--- config.mk ---
export PLATFORM = sky130hd
export DESIGN_NAME = uart_rx_ctrl
export DESIGN_NICKNAME = d
export VERILOG_FILES = /design/src/rtl/uart_pkg.sv /design/src/rtl/uart_rx_fifo.sv /design/src/rtl/uart_rx_ctrl.sv
export SDC_FILE = /design/constraint.sdc
export NUM_CORES = 1
export LEC_CHECK = 0
export ABC_AREA = 1
export CELL_PAD_IN_SITES_DETAIL_PLACEMENT = 1
export CELL_PAD_IN_SITES_GLOBAL_PLACEMENT = 2
export CORE_UTILIZATION = 40
export CTS_BUF_LIST = sky130_fd_sc_hd__clkbuf_16
export CTS_CLUSTER_SIZE = 30
export DETAILED_ROUTE_END_ITERATION = 8
export PLACE_DENSITY = 0.93
export SYNTH_ARGS = -nofsm -noshare
export SYNTH_HDL_FRONTEND = slang
export SYNTH_SLANG_ARGS = --single-unit
export TNS_END_PERCENT = 10
--- constraint.sdc ---
create_clock -name CLK -period 6.05 [get_ports CLK]
set_clock_uncertainty 0.15 [all_clocks]
set_input_delay 1.21 -clock CLK [delete_from_list [all_inputs] [get_ports CLK]]
set_output_delay 1.21 -clock CLK [all_outputs]
set_load 0.1 [all_outputs]
--- src/rtl/uart_pkg.sv ---
// Shared types and constants for the UART receive sequencing controller.
package uart_pkg;

  typedef enum logic [1:0] {
    StInit,
    StIdle,
    StRun,
    StFlush
  } rx_state_e;

  localparam int unsigned FLUSH_CYCLES   = 2;
  localparam int unsigned RX_FRAME_EDGES = 12;
  localparam int unsigned ENTRY_WIDTH    = 9;

endpackage

--- src/rtl/uart_rx_fifo.sv ---
// Synchronous byte FIFO with registered head outputs and a drop pulse on push-when-full.
module uart_rx_fifo
  import uart_pkg::*;
#(
  parameter int unsigned Depth = 4
) (
  input  logic                   clk_i,
  input  logic                   rst_ni,
  input  logic                   push_i,
  input  logic [ENTRY_WIDTH-1:0] wdata_i,
  input  logic                   ready_i,
  output logic                   valid_o,
  output logic [ENTRY_WIDTH-1:0] rdata_o,
  output logic                   drop_o
);

  localparam int unsigned Aw = $clog2(Depth);

  logic [ENTRY_WIDTH-1:0] mem_q [Depth];
  logic [Aw:0]            wptr_q, wptr_d, rptr_q, rptr_d;
  logic                   valid_q, valid_d;
  logic [ENTRY_WIDTH-1:0] head_q, head_d;
  logic                   full, pop, do_push;

  assign full    = (wptr_q[Aw] != rptr_q[Aw]) && (wptr_q[Aw-1:0] == rptr_q[Aw-1:0]);
  assign pop     = valid_q & ready_i;
  assign do_push = push_i & (~full | pop);
  assign drop_o  = push_i & full & ~pop;

  always_comb begin
    rptr_d  = rptr_q + {{Aw{1'b0}}, pop};
    wptr_d  = wptr_q + {{Aw{1'b0}}, do_push};
    valid_d = (wptr_d != rptr_d);
    head_d  = head_q;
    if (valid_d) begin
      // The byte being written becomes the head when it lands on the new read slot.
      if (do_push && (rptr_d[Aw-1:0] == wptr_q[Aw-1:0])) begin
        head_d = wdata_i;
      end else begin
        head_d = mem_q[rptr_d[Aw-1:0]];
      end
    end
  end

  always_ff @(posedge clk_i) begin
    if (do_push) begin
      mem_q[wptr_q[Aw-1:0]] <= wdata_i;
    end
  end

  always_ff @(posedge clk_i or negedge rst_ni) begin
    if (!rst_ni) begin
      wptr_q  <= '0;
      rptr_q  <= '0;
      valid_q <= 1'b0;
      head_q  <= '0;
    end else begin
      wptr_q  <= wptr_d;
      rptr_q  <= rptr_d;
      valid_q <= valid_d;
      head_q  <= head_d;
    end
  end

  assign valid_o = valid_q;
  assign rdata_o = head_q;

endmodule

--- src/rtl/uart_rx_ctrl.sv ---
// UART receiver sequencer: baud generation, receiver clear, byte FIFO and error flags.
// Optional statistics counters are enabled by defining UART_RX_CTRL_STATS_EN.
module uart_rx_ctrl
  import uart_pkg::*;
#(
  parameter int unsigned CLK_DIV       = 5208,
  parameter int unsigned FIFO_DEPTH    = 4,
  parameter int unsigned TIMEOUT_EDGES = 12
) (
  input  logic        CLK,
  input  logic        CLR_N,
  input  logic        en,
  input  logic        rx_line,
  output logic        rx_baud_clk,
  output logic        rx_clr,
  input  logic        rx_data_ready,
  input  logic [7:0]  rx_data,
  input  logic        rx_parity_err,
  output logic        m_valid,
  input  logic        m_ready,
  output logic [7:0]  m_data,
  output logic        m_perr,
  output logic        overrun,
  output logic        frame_err,
  input  logic        err_clr
`ifdef UART_RX_CTRL_STATS_EN
  ,
  output logic [15:0] frame_cnt,
  output logic [15:0] perr_cnt
`endif
);

  localparam int unsigned PhW      = $clog2(CLK_DIV);
  localparam int unsigned Half     = CLK_DIV / 2;
  localparam int unsigned MaxEdges = (TIMEOUT_EDGES > RX_FRAME_EDGES) ? TIMEOUT_EDGES
                                                                      : RX_FRAME_EDGES;
  localparam int unsigned EdgeW    = $clog2(MaxEdges + 1);
  localparam int unsigned FlushW   = $clog2(FLUSH_CYCLES);

  rx_state_e            state_q, state_d;
  logic [FlushW-1:0]    flush_q, flush_d;
  logic [PhW-1:0]       phase_q, phase_d;
  logic [EdgeW-1:0]     edge_q, edge_d;
  logic                 seen_q, seen_d;
  logic                 baud_q, baud_d;
  logic                 sync1_q, sync2_q, hist_q;
  logic                 dr_hist_q;
  logic                 overrun_q, frame_err_q;
  logic                 fall, dr_rise, frame_set, drop;
  logic [ENTRY_WIDTH-1:0] head;

  assign fall    = hist_q & ~sync2_q;
  assign dr_rise = rx_data_ready & ~dr_hist_q;

  always_comb begin
    state_d   = state_q;
    flush_d   = flush_q;
    phase_d   = phase_q;
    edge_d    = edge_q;
    seen_d    = seen_q;
    frame_set = 1'b0;
    unique case (state_q)
      StInit, StFlush: begin
        if (flush_q == FlushW'(FLUSH_CYCLES - 1)) begin
          state_d = StIdle;
          flush_d = '0;
        end else begin
          flush_d = flush_q + 1'b1;
        end
      end
      StIdle: begin
        if (en && fall) begin
          state_d = StRun;
          phase_d = '0;
          edge_d  = '0;
          seen_d  = 1'b0;
        end
      end
      StRun: begin
        phase_d = (phase_q == PhW'(CLK_DIV - 1)) ? '0 : phase_q + 1'b1;
        if ((phase_q == PhW'(Half - 1)) && (edge_q != EdgeW'(MaxEdges))) begin
          edge_d = edge_q + 1'b1;
        end
        if (dr_rise) begin
          seen_d = 1'b1;
        end
        if (!seen_q && (edge_q >= EdgeW'(TIMEOUT_EDGES))) begin
          frame_set = 1'b1;
          state_d   = StFlush;
        end else if (seen_q && (edge_q >= EdgeW'(RX_FRAME_EDGES)) &&
                     (phase_q == PhW'(CLK_DIV - 1))) begin
          state_d = StIdle;
        end
      end
      default: state_d = StInit;
    endcase
    // Baud is high for the upper half of each bit period, so its rise lands mid-bit.
    baud_d = (state_d == StRun) && (phase_d >= PhW'(Half));
  end

  always_ff @(posedge CLK or negedge CLR_N) begin
    if (!CLR_N) begin
      state_q     <= StInit;
      flush_q     <= '0;
      phase_q     <= '0;
      edge_q      <= '0;
      seen_q      <= 1'b0;
      baud_q      <= 1'b0;
      sync1_q     <= 1'b1;
      sync2_q     <= 1'b1;
      hist_q      <= 1'b1;
      dr_hist_q   <= 1'b0;
      overrun_q   <= 1'b0;
      frame_err_q <= 1'b0;
    end else begin
      state_q     <= state_d;
      flush_q     <= flush_d;
      phase_q     <= phase_d;
      edge_q      <= edge_d;
      seen_q      <= seen_d;
      baud_q      <= baud_d;
      sync1_q     <= rx_line;
      sync2_q     <= sync1_q;
      hist_q      <= sync2_q;
      dr_hist_q   <= rx_data_ready;
      overrun_q   <= err_clr ? 1'b0 : (overrun_q | drop);
      frame_err_q <= err_clr ? 1'b0 : (frame_err_q | frame_set);
    end
  end

  uart_rx_fifo #(
    .Depth (FIFO_DEPTH)
  ) u_fifo (
    .clk_i   (CLK),
    .rst_ni  (CLR_N),
    .push_i  (dr_rise),
    .wdata_i ({rx_parity_err, rx_data}),
    .ready_i (m_ready),
    .valid_o (m_valid),
    .rdata_o (head),
    .drop_o  (drop)
  );

  assign rx_baud_clk = baud_q;
  assign rx_clr      = (state_q == StInit) || (state_q == StFlush);
  assign m_data      = head[7:0];
  assign m_perr      = head[8];
  assign overrun     = overrun_q;
  assign frame_err   = frame_err_q;

`ifdef UART_RX_CTRL_STATS_EN
  logic [15:0] frame_cnt_q, perr_cnt_q;

  always_ff @(posedge CLK or negedge CLR_N) begin
    if (!CLR_N) begin
      frame_cnt_q <= '0;
      perr_cnt_q  <= '0;
    end else if (err_clr) begin
      frame_cnt_q <= '0;
      perr_cnt_q  <= '0;
    end else begin
      if (dr_rise && (frame_cnt_q != 16'hFFFF)) begin
        frame_cnt_q <= frame_cnt_q + 16'd1;
      end
      if (dr_rise && rx_parity_err && (perr_cnt_q != 16'hFFFF)) begin
        perr_cnt_q <= perr_cnt_q + 16'd1;
      end
    end
  end

  assign frame_cnt = frame_cnt_q;
  assign perr_cnt  = perr_cnt_q;
`endif

endmodule

==> results of run 1 <==
## worst max path at each step
stage | depth (start not counted) | to | from | slack [ps]
6_report | 9 | u_fifo.rdata_o[3] | m_ready | 1910
5_1_grt | 9 | u_fifo.rdata_o[3] | m_ready | 1560
4_1_cts | 9 | u_fifo.rdata_o[3] | m_ready | 1880
3_5_place_dp | 9 | u_fifo.rdata_o[3] | m_ready | 1570
3_3_place_gp | 9 | u_fifo.rdata_o[2] | m_ready | 1740
2_1_floorplan | 11 | u_fifo.rdata_o[0] | m_ready | 2820
## area by class of cell
class / count / area (sq um)
repair buffers: 29 / 285
flip-flops and latches: 80 / 2190
clock buffers: 9 / 225
fillers: 1049 / 4730
multi-input cells: 276 / 1500
inverters: 43 / 164
well taps: 129 / 161
clock inverters: 7 / 70.1
## worst register-to-register path, cell delays in order, from the launching register on
cell and delay (ps):
dfrtp_1 400, or2_2 300, o21ai_0 70, a21oi_1 60
nand4_1 120, and2_1 400, ha_1 230, ha_1 170
xor2_1 220, xnor2_1 150, nand3_1 490, a31oi_1 410
## layout by cell type, fill, tap and decap left out, types with 2 or more instances in the layout
| master | n |
|---|---|
| xnor2_1 | 5 |
| o22ai_1 | 10 |
| nand2_4 | 2 |
| inv_2 | 5 |
| nand4_1 | 20 |
| clkbuf_16 | 9 |
| nand3_2 | 3 |
| nor4_1 | 2 |
| a31oi_1 | 9 |
| dfstp_2 | 3 |
| ha_1 | 10 |
| inv_6 | 2 |
| edfxtp_1 | 36 |
| nor2_1 | 48 |
| clkinvlp_4 | 2 |
| dfrtp_1 | 41 |
| a21oi_2 | 3 |
| nor2_2 | 4 |
| nand2_1 | 82 |
| clkinv_1 | 2 |
| nor2_4 | 5 |
| a21oi_1 | 3 |
| o21ai_0 | 31 |
| xor2_1 | 6 |
| inv_1 | 37 |
| nand2_2 | 5 |
| nand3_1 | 18 |
| clkdlybuf4s50_1 | 28 |
## stage by stage
stage | total power (W) | instance area [sq um] | hold slack (ps) | setup WS [ps]
after floorplan | 0.00139 | 3890 | 195 | 2820
after global placement | 0.00159 | 4300 | 197 | 1740
after detailed placement | 0.00163 | 4300 | 198 | 1570
after CTS | 0.00218 | 4590 | 207 | 1880
after global routing | 0.00227 | 4590 | 214 | 1560
final | 0.00217 | 4590 | 207 | 1910
## state kept, by name, indices dropped and copies added (netlist names), 2 cells and up
signal	count
phase_q	13
edge_q	4
u_fifo.rptr_q	3
state_q	2
u_fifo.wptr_q	3
u_fifo.mem_q	36
u_fifo.rdata_o	9
## kinds of logic (layout without fill, tap and decap cells)
kind of cell | Yosys count | in the layout | synth area share
buffers and inverters | 50 | 88 | 0.0524
adder cells (fa/ha/maj) | 10 | 10 | 0.0322
flip-flops | 80 | 80 | 0.562
AO/OA/AOI/OAI | 62 | 62 | 0.0936
XOR/XNOR | 11 | 11 | 0.0248
AND/OR/NAND/NOR | 193 | 193 | 0.235
## per-layer routing
| metal | part of all wire | up-vias |
|---|---|---|
| li1 | - | 1447 |
| met4 | 0.013 | 0 |
| met2 | 0.45 | 48 |
| met5 | 0 | - |
| met1 | 0.49 | 1451 |
| met3 | 0.042 | 12 |
## where the power goes
group / internal (W) / switching (W)
clock: 0.000320 / 0.000226
combinational: 0.000251 / 0.000650
sequential: 0.000667 / 0.0000524
==> impl_metrics.prom, run 1 <==
# TYPE chip_impl_metric gauge
chip_impl_info{name="outcome",value="finished clean"} 1
chip_impl_metric{name="crit_path_max_fanout",unit=""} 22
chip_impl_metric{name="netlist_cell_types",unit=""} 39
chip_impl_metric{name="tritoncts.num_buffers",unit=""} 9
chip_impl_metric{name="timing.final.max_slew_violations",unit=""} 0
chip_impl_metric{name="cts-hold-fix-buffers",unit=""} 0
chip_impl_metric{name="min_period",unit="ps"} 4140
chip_impl_metric{name="timing.max_cap.violations",unit=""} 0
chip_impl_info{name="clock_tree_from_tritoncts",value="done"} 1
chip_impl_metric{name="die-width",unit="um"} 101
chip_impl_metric{name="clock_tree.htree_level_count",unit=""} 3
chip_impl_metric{name="cts.reportedPaths.clkPinSlew",unit="ps"} 70
chip_impl_metric{name="post_drt_wl_per_cell",unit="um"} 16.6
chip_impl_metric{name="report.final.hold_viol_count",unit=""} 0
chip_impl_metric{name="wirelength",unit="um"} 9510
chip_impl_metric{name="remaining_drc_errors",unit=""} 0
chip_impl_metric{name="slowest_delay",unit="ps"} 710
chip_impl_metric{name="number_of_gates_given_a_new_drive_strength_after_cts",unit=""} 0
chip_impl_metric{name="number_of_synthesis_warnings",unit=""} 0
chip_impl_metric{name="drtPass1Iterations",unit=""} 4
chip_impl_info{name="synthTopCellsByArea",value="edfxtp_1 28%, dfrtp_1 26%, nand2_1 7.9%, nor2_1 4.6%, o21ai_0 4.0%"} 1
chip_impl_metric{name="track_usage",unit=""} 0.205
chip_impl_info{name="hold_path.startpoint",value="sync1_q"} 1
chip_impl_metric{name="final_cell_count_no_fill",unit=""} 573
chip_impl_metric{name="timing.final.crit_share",unit=""} 0.685
chip_impl_metric{name="share_of_final_layout_standard_cells_stronger_than_drive_strength_1",unit=""} 0.115
chip_impl_metric{name="critPathArrivalTime",unit="ps"} 4180
chip_impl_metric{name="cp_data_required_time",unit="ps"} 6080
chip_impl_metric{name="synthesis.area_per_instance",unit="sq um"} 9.58
chip_impl_info{name="rr_startpoint",value="u_fifo.rptr_q[2]"} 1
chip_impl_info{name="worstSetupEndpointType",value="flop"} 1
chip_impl_metric{name="post_synth_inst_count",unit=""} 406
chip_impl_metric{name="floorplan.initialDensity",unit=""} 0.417
chip_impl_info{name="worst_setup_path_start_kind",value="input port"} 1
chip_impl_metric{name="synth_area",unit="sq mm"} 0.00389
chip_impl_info{name="grt_setup_unrepaired",value="no"} 1
chip_impl_metric{name="layout.nets",unit=""} 465
chip_impl_info{name="ctsRootBufferMaster",value="clkbuf_16"} 1
chip_impl_metric{name="postSynth.asyncResetShare",unit=""} 0.550
chip_impl_metric{name="critical_path_buf_inv_count",unit=""} 3
chip_impl_metric{name="insertion_delay",unit="ps"} 340
chip_impl_metric{name="reg2reg_slack",unit="ps"} 2800
chip_impl_metric{name="first_global_vias",unit=""} 3026
chip_impl_metric{name="place_inst",unit=""} 557
chip_impl_info{name="setup.worst_path.class",value="input port to flop"} 1
chip_impl_metric{name="grt_first_pass_wirelength",unit="um"} 15500
chip_impl_metric{name="synth.top_cell.area_share",unit=""} 0.278
chip_impl_metric{name="grt.met2_usage",unit=""} 0.316
chip_impl_metric{name="worst_slew_pin_slew",unit="ps"} 1040
chip_impl_metric{name="dr.first_iter.drc_count",unit=""} 111
chip_impl_metric{name="ir_worst_vdd",unit="uV"} 244
chip_impl_metric{name="area_growth_syn_to_layout",unit="%"} 18.0
chip_impl_info{name="critical_path.top_delay_family",value="simple AND/OR/NAND/NOR gates"} 1
chip_impl_metric{name="top_level_ports",unit=""} 30
chip_impl_metric{name="hpwl",unit="um"} 6780
chip_impl_metric{name="synth_sequential_area_ratio",unit=""} 0.562
chip_impl_info{name="top_usage_layer",value="met2"} 1
chip_impl_metric{name="ff2ff_path_depth",unit=""} 11
chip_impl_metric{name="overflow_left_after_global_routing",unit=""} 0
chip_impl_metric{name="final_core_utilization",unit=""} 0.492
chip_impl_metric{name="globalRouteMet3Util",unit=""} 0.0361
chip_impl_metric{name="post-cts-setup-buffer-count",unit=""} 0
chip_impl_metric{name="route.antenna.remaining_nets",unit=""} 0
chip_impl_metric{name="antennaDiodeCount",unit=""} 0
chip_impl_metric{name="finalSetupViolCount",unit=""} 0
chip_impl_metric{name="worst_slew_margin_rel",unit=""} 0.303
chip_impl_metric{name="p_leak",unit="nW"} 1.94
chip_impl_info{name="whs_endpoint",value="sync2_q"} 1
chip_impl_metric{name="drt-vias-per-instance",unit=""} 5.16
chip_impl_metric{name="place_congestion",unit=""} 0.827
chip_impl_info{name="critPathSlowestCell",value="ha_1"} 1
chip_impl_metric{name="power_density",unit="mW/mm^2"} 472
chip_impl_metric{name="antenna_found_initial",unit=""} 0
chip_impl_info{name="worst_r2r_endpoint",value="u_fifo.rdata_o[3]"} 1
chip_impl_metric{name="numClockSinks",unit=""} 80
chip_impl_metric{name="core.rowCount",unit=""} 35
chip_impl_metric{name="fin_tns_setup",unit="ps"} 0
chip_impl_metric{name="max_freq",unit="MHz"} 241
chip_impl_metric{name="die_area",unit="sq mm"} 0.0101
chip_impl_metric{name="io_buffer_count",unit=""} 29
chip_impl_info{name="cpMostUsedCell",value="nand2_1"} 1
chip_impl_info{name="post-synth-top-count-cell",value="nand2_1"} 1
chip_impl_metric{name="met1_usage",unit=""} 0.291
chip_impl_info{name="postSynth.topFlopCell",value="dfrtp_1"} 1
chip_impl_info{name="worst_hold_path_type",value="flop to flop"} 1
chip_impl_metric{name="pin_count_of_the_biggest_net_entering_global_routing",unit=""} 45
chip_impl_metric{name="synthesis.nets",unit=""} 432
chip_impl_metric{name="synth-edff-count",unit=""} 36
chip_impl_metric{name="coreArea",unit="sq mm"} 0.00933
chip_impl_info{name="critical_path.cell_chain",value="clkdlybuf4s50_1 > nand2_1 > inv_1 > ha_1 > clkinv_1 > nand2_1 > nand4_1 > nand2_1 > a31oi_1"} 1
chip_impl_metric{name="worst_hold_path_cells",unit=""} 0
chip_impl_info{name="synthDominantAreaCellType",value="edfxtp_1"} 1
chip_impl_info{name="synth.cells.most_frequent",value="82 x nand2_1, 48 x nor2_1, 41 x dfrtp_1"} 1
chip_impl_metric{name="clock_path_buffers",unit=""} 2
chip_impl_metric{name="synth-seq-cells",unit=""} 80
chip_impl_metric{name="via_count",unit=""} 2958
chip_impl_metric{name="die_height",unit="um"} 101
Power figures use the tool's default switching activity.
==> run 2: changes to the inputs <==
--- a/config.mk
+++ b/config.mk
@@ -8,11 +8,11 @@
 export ABC_AREA = 1
 export CELL_PAD_IN_SITES_DETAIL_PLACEMENT = 1
 export CELL_PAD_IN_SITES_GLOBAL_PLACEMENT = 2
-export CORE_UTILIZATION = 40
+export CORE_UTILIZATION = 33
 export CTS_BUF_LIST = sky130_fd_sc_hd__clkbuf_16
 export CTS_CLUSTER_SIZE = 30
 export DETAILED_ROUTE_END_ITERATION = 8
-export PLACE_DENSITY = 0.93
+export PLACE_DENSITY = 0.84
 export SYNTH_ARGS = -nofsm -noshare
 export SYNTH_HDL_FRONTEND = slang
 export SYNTH_SLANG_ARGS = --single-unit
==> constraint.sdc (replaced) <==
create_clock -name CLK -period 3.6 [get_ports CLK]
set_clock_uncertainty 0.15 [all_clocks]
set_input_delay 0.72 -clock CLK [delete_from_list [all_inputs] [get_ports CLK]]
set_output_delay 0.72 -clock CLK [all_outputs]
set_load 0.1 [all_outputs]
==> impl_metrics.prom, run 2 (synthesis results as in run 1) <==
# TYPE chip_impl_metric gauge
chip_impl_info{name="ctsRootBufferMaster",value="clkbuf_16"} 1
chip_impl_metric{name="finalSetupViolCount",unit=""} 0
chip_impl_metric{name="core.rowCount",unit=""} 39
chip_impl_metric{name="pin_count_of_the_biggest_net_entering_global_routing",unit=""} 45
chip_impl_info{name="clock_tree_from_tritoncts",value="done"} 1
chip_impl_metric{name="clock_path_buffers",unit=""} 2
chip_impl_metric{name="report.final.hold_viol_count",unit=""} 0
chip_impl_metric{name="worst_slew_margin_rel",unit=""} 0.297
chip_impl_metric{name="place_inst",unit=""} 580
chip_impl_metric{name="tritoncts.num_buffers",unit=""} 9
chip_impl_metric{name="hpwl",unit="um"} 7550
chip_impl_metric{name="layout.nets",unit=""} 474
chip_impl_metric{name="drt-vias-per-instance",unit=""} 5.11
chip_impl_metric{name="fillers",unit=""} 1293
chip_impl_metric{name="numClockSinks",unit=""} 80
chip_impl_info{name="whs_endpoint",value="hist_q"} 1
chip_impl_metric{name="power_density",unit="mW/mm^2"} 807
chip_impl_metric{name="route.antenna.remaining_nets",unit=""} 0
chip_impl_info{name="grt_setup_unrepaired",value="no"} 1
chip_impl_metric{name="grt_first_pass_wirelength",unit="um"} 17300
chip_impl_info{name="worstSetupEndpointType",value="flop"} 1
chip_impl_metric{name="final_cell_count_no_fill",unit=""} 596
chip_impl_metric{name="antenna_found_initial",unit=""} 0
chip_impl_metric{name="fin_tns_setup",unit="ps"} 0
chip_impl_metric{name="ir_worst_vdd",unit="uV"} 767
chip_impl_metric{name="overflow_left_after_global_routing",unit=""} 0
chip_impl_metric{name="cts-hold-fix-buffers",unit=""} 0
chip_impl_metric{name="dr.first_iter.drc_count",unit=""} 139
chip_impl_metric{name="io_buffer_count",unit=""} 29
chip_impl_metric{name="die_area",unit="sq mm"} 0.0122
chip_impl_metric{name="antennaDiodeCount",unit=""} 0
chip_impl_metric{name="ff2ff_path_depth",unit=""} 12
chip_impl_info{name="outcome",value="finished clean"} 1
chip_impl_metric{name="max_freq",unit="MHz"} 341
chip_impl_metric{name="critPathArrivalTime",unit="ps"} 3000
chip_impl_metric{name="p_leak",unit="nW"} 2.01
chip_impl_metric{name="place_congestion",unit=""} 0.835
chip_impl_metric{name="clock_tree.htree_level_count",unit=""} 3
chip_impl_metric{name="worst_hold_path_cells",unit=""} 0
chip_impl_metric{name="drtPass1Iterations",unit=""} 4
chip_impl_info{name="hold_path.startpoint",value="sync2_q"} 1
chip_impl_metric{name="timing.max_cap.violations",unit=""} 0
chip_impl_metric{name="number_of_gates_given_a_new_drive_strength_after_cts",unit=""} 0
chip_impl_metric{name="multiInputGateArea",unit="sq mm"} 0.00150
chip_impl_metric{name="timing.final.crit_share",unit=""} 0.814
chip_impl_metric{name="post_drt_wl_per_cell",unit="um"} 17.4
chip_impl_info{name="worst_setup_path_start_kind",value="input port"} 1
chip_impl_metric{name="crit_path_max_fanout",unit=""} 18
chip_impl_metric{name="die-width",unit="um"} 111
chip_impl_metric{name="track_usage",unit=""} 0.184
chip_impl_metric{name="share_of_final_layout_standard_cells_stronger_than_drive_strength_1",unit=""} 0.150
chip_impl_metric{name="reg2reg_slack",unit="ps"} 880
chip_impl_metric{name="floorplan.initialDensity",unit=""} 0.339
chip_impl_metric{name="largest_register_ffs",unit=""} 36
chip_impl_metric{name="min_period",unit="ps"} 2930
chip_impl_info{name="most_frequent_cells_in_the_layout",value="82 x nand2_1, 48 x nor2_1, 41 x dfrtp_1"} 1
chip_impl_metric{name="wirelength",unit="um"} 10400
chip_impl_metric{name="insertion_delay",unit="ps"} 340
chip_impl_metric{name="top_level_ports",unit=""} 30
chip_impl_metric{name="via_count",unit=""} 3047
chip_impl_metric{name="remaining_drc_errors",unit=""} 0
chip_impl_info{name="worst_hold_path_type",value="flop to flop"} 1
chip_impl_metric{name="cts.reportedPaths.clkPinSlew",unit="ps"} 70
chip_impl_metric{name="die_height",unit="um"} 111
chip_impl_info{name="setup.worst_path.class",value="input port to flop"} 1
chip_impl_metric{name="timing.final.max_slew_violations",unit=""} 0
chip_impl_metric{name="worst_slew_pin_slew",unit="ps"} 1050
chip_impl_metric{name="cp_data_required_time",unit="ps"} 3670
chip_impl_metric{name="coreArea",unit="sq mm"} 0.0115
chip_impl_metric{name="post-cts-setup-buffer-count",unit=""} 0
chip_impl_metric{name="area_growth_syn_to_layout",unit="%"} 20.5
chip_impl_info{name="worst_r2r_endpoint",value="u_fifo.rdata_o[6]"} 1
chip_impl_info{name="rr_startpoint",value="u_fifo.wptr_q[0]"} 1
chip_impl_metric{name="sequential_area",unit="sq mm"} 0.00219
chip_impl_metric{name="first_global_vias",unit=""} 3269
chip_impl_info{name="most_common_cell_after_layout_fill_and_taps_aside",value="nand2_1"} 1
==> run 2: how the worst max path moves through the flow <==
stage	startpoint	endpoint	slack, ps	depth (start not counted)
after floorplan	u_fifo.valid_o	u_fifo.rdata_o[0]	620	11
after global routing	m_ready	u_fifo.rdata_o[0]	460	12
after global placement	m_ready	u_fifo.rdata_o[5]	380	12
final	m_ready	u_fifo.rdata_o[6]	670	12
after detailed placement	m_ready	u_fifo.rdata_o[6]	300	10
after CTS	m_ready	u_fifo.rdata_o[6]	650	12
==> run 2: final cells by class <==
class | instances | area share
Tap cell | 143 | 0.0382
Multi-Input combinational cell | 276 | 0.320
Clock inverter | 7 | 0.0203
Inverter | 43 | 0.0350
Sequential cell | 80 | 0.466
Timing Repair Buffer | 38 | 0.0721
Clock buffer | 9 | 0.0480
==> run 2: through the flow <==
stage           util  worst slack, ps  total power, W  hold WS, ps  cell area, sq um
4_1_cts        0.409              652         0.00382          217              4690
6_report       0.409              671         0.00378          216              4690
2_1_floorplan      -              615         0.00234          195              3890
5_1_grt        0.409              458         0.00399          214              4690
3_3_place_gp   0.381              377         0.00275          201              4370
3_5_place_dp   0.381              302         0.00281          208              4370
==> run 2: critical path, cell delays in order <==
cell,delay (ps)
clkdlybuf4s50_1,400
nand2_1,130
nand4_1,210
and2_1,220
ha_1,180
ha_1,190
xor2_1,210
xnor2_1,150
nand3_1,150
buf_4,240
nor2_1,120
a31oi_1,60
==> run 2: per-layer routing <==
metal	share of wire	global-route usage
met3	0.037	0.0412
met4	0.016	0.0711
met1	0.48	0.248
met2	0.47	0.287
met5	0	0
==> run 2: report_power, final <==
group | switching (W) | internal, W
clock | 0.000385 | 0.000608
sequential | 0.0000877 | 0.00112
combinational | 0.00111 | 0.000477
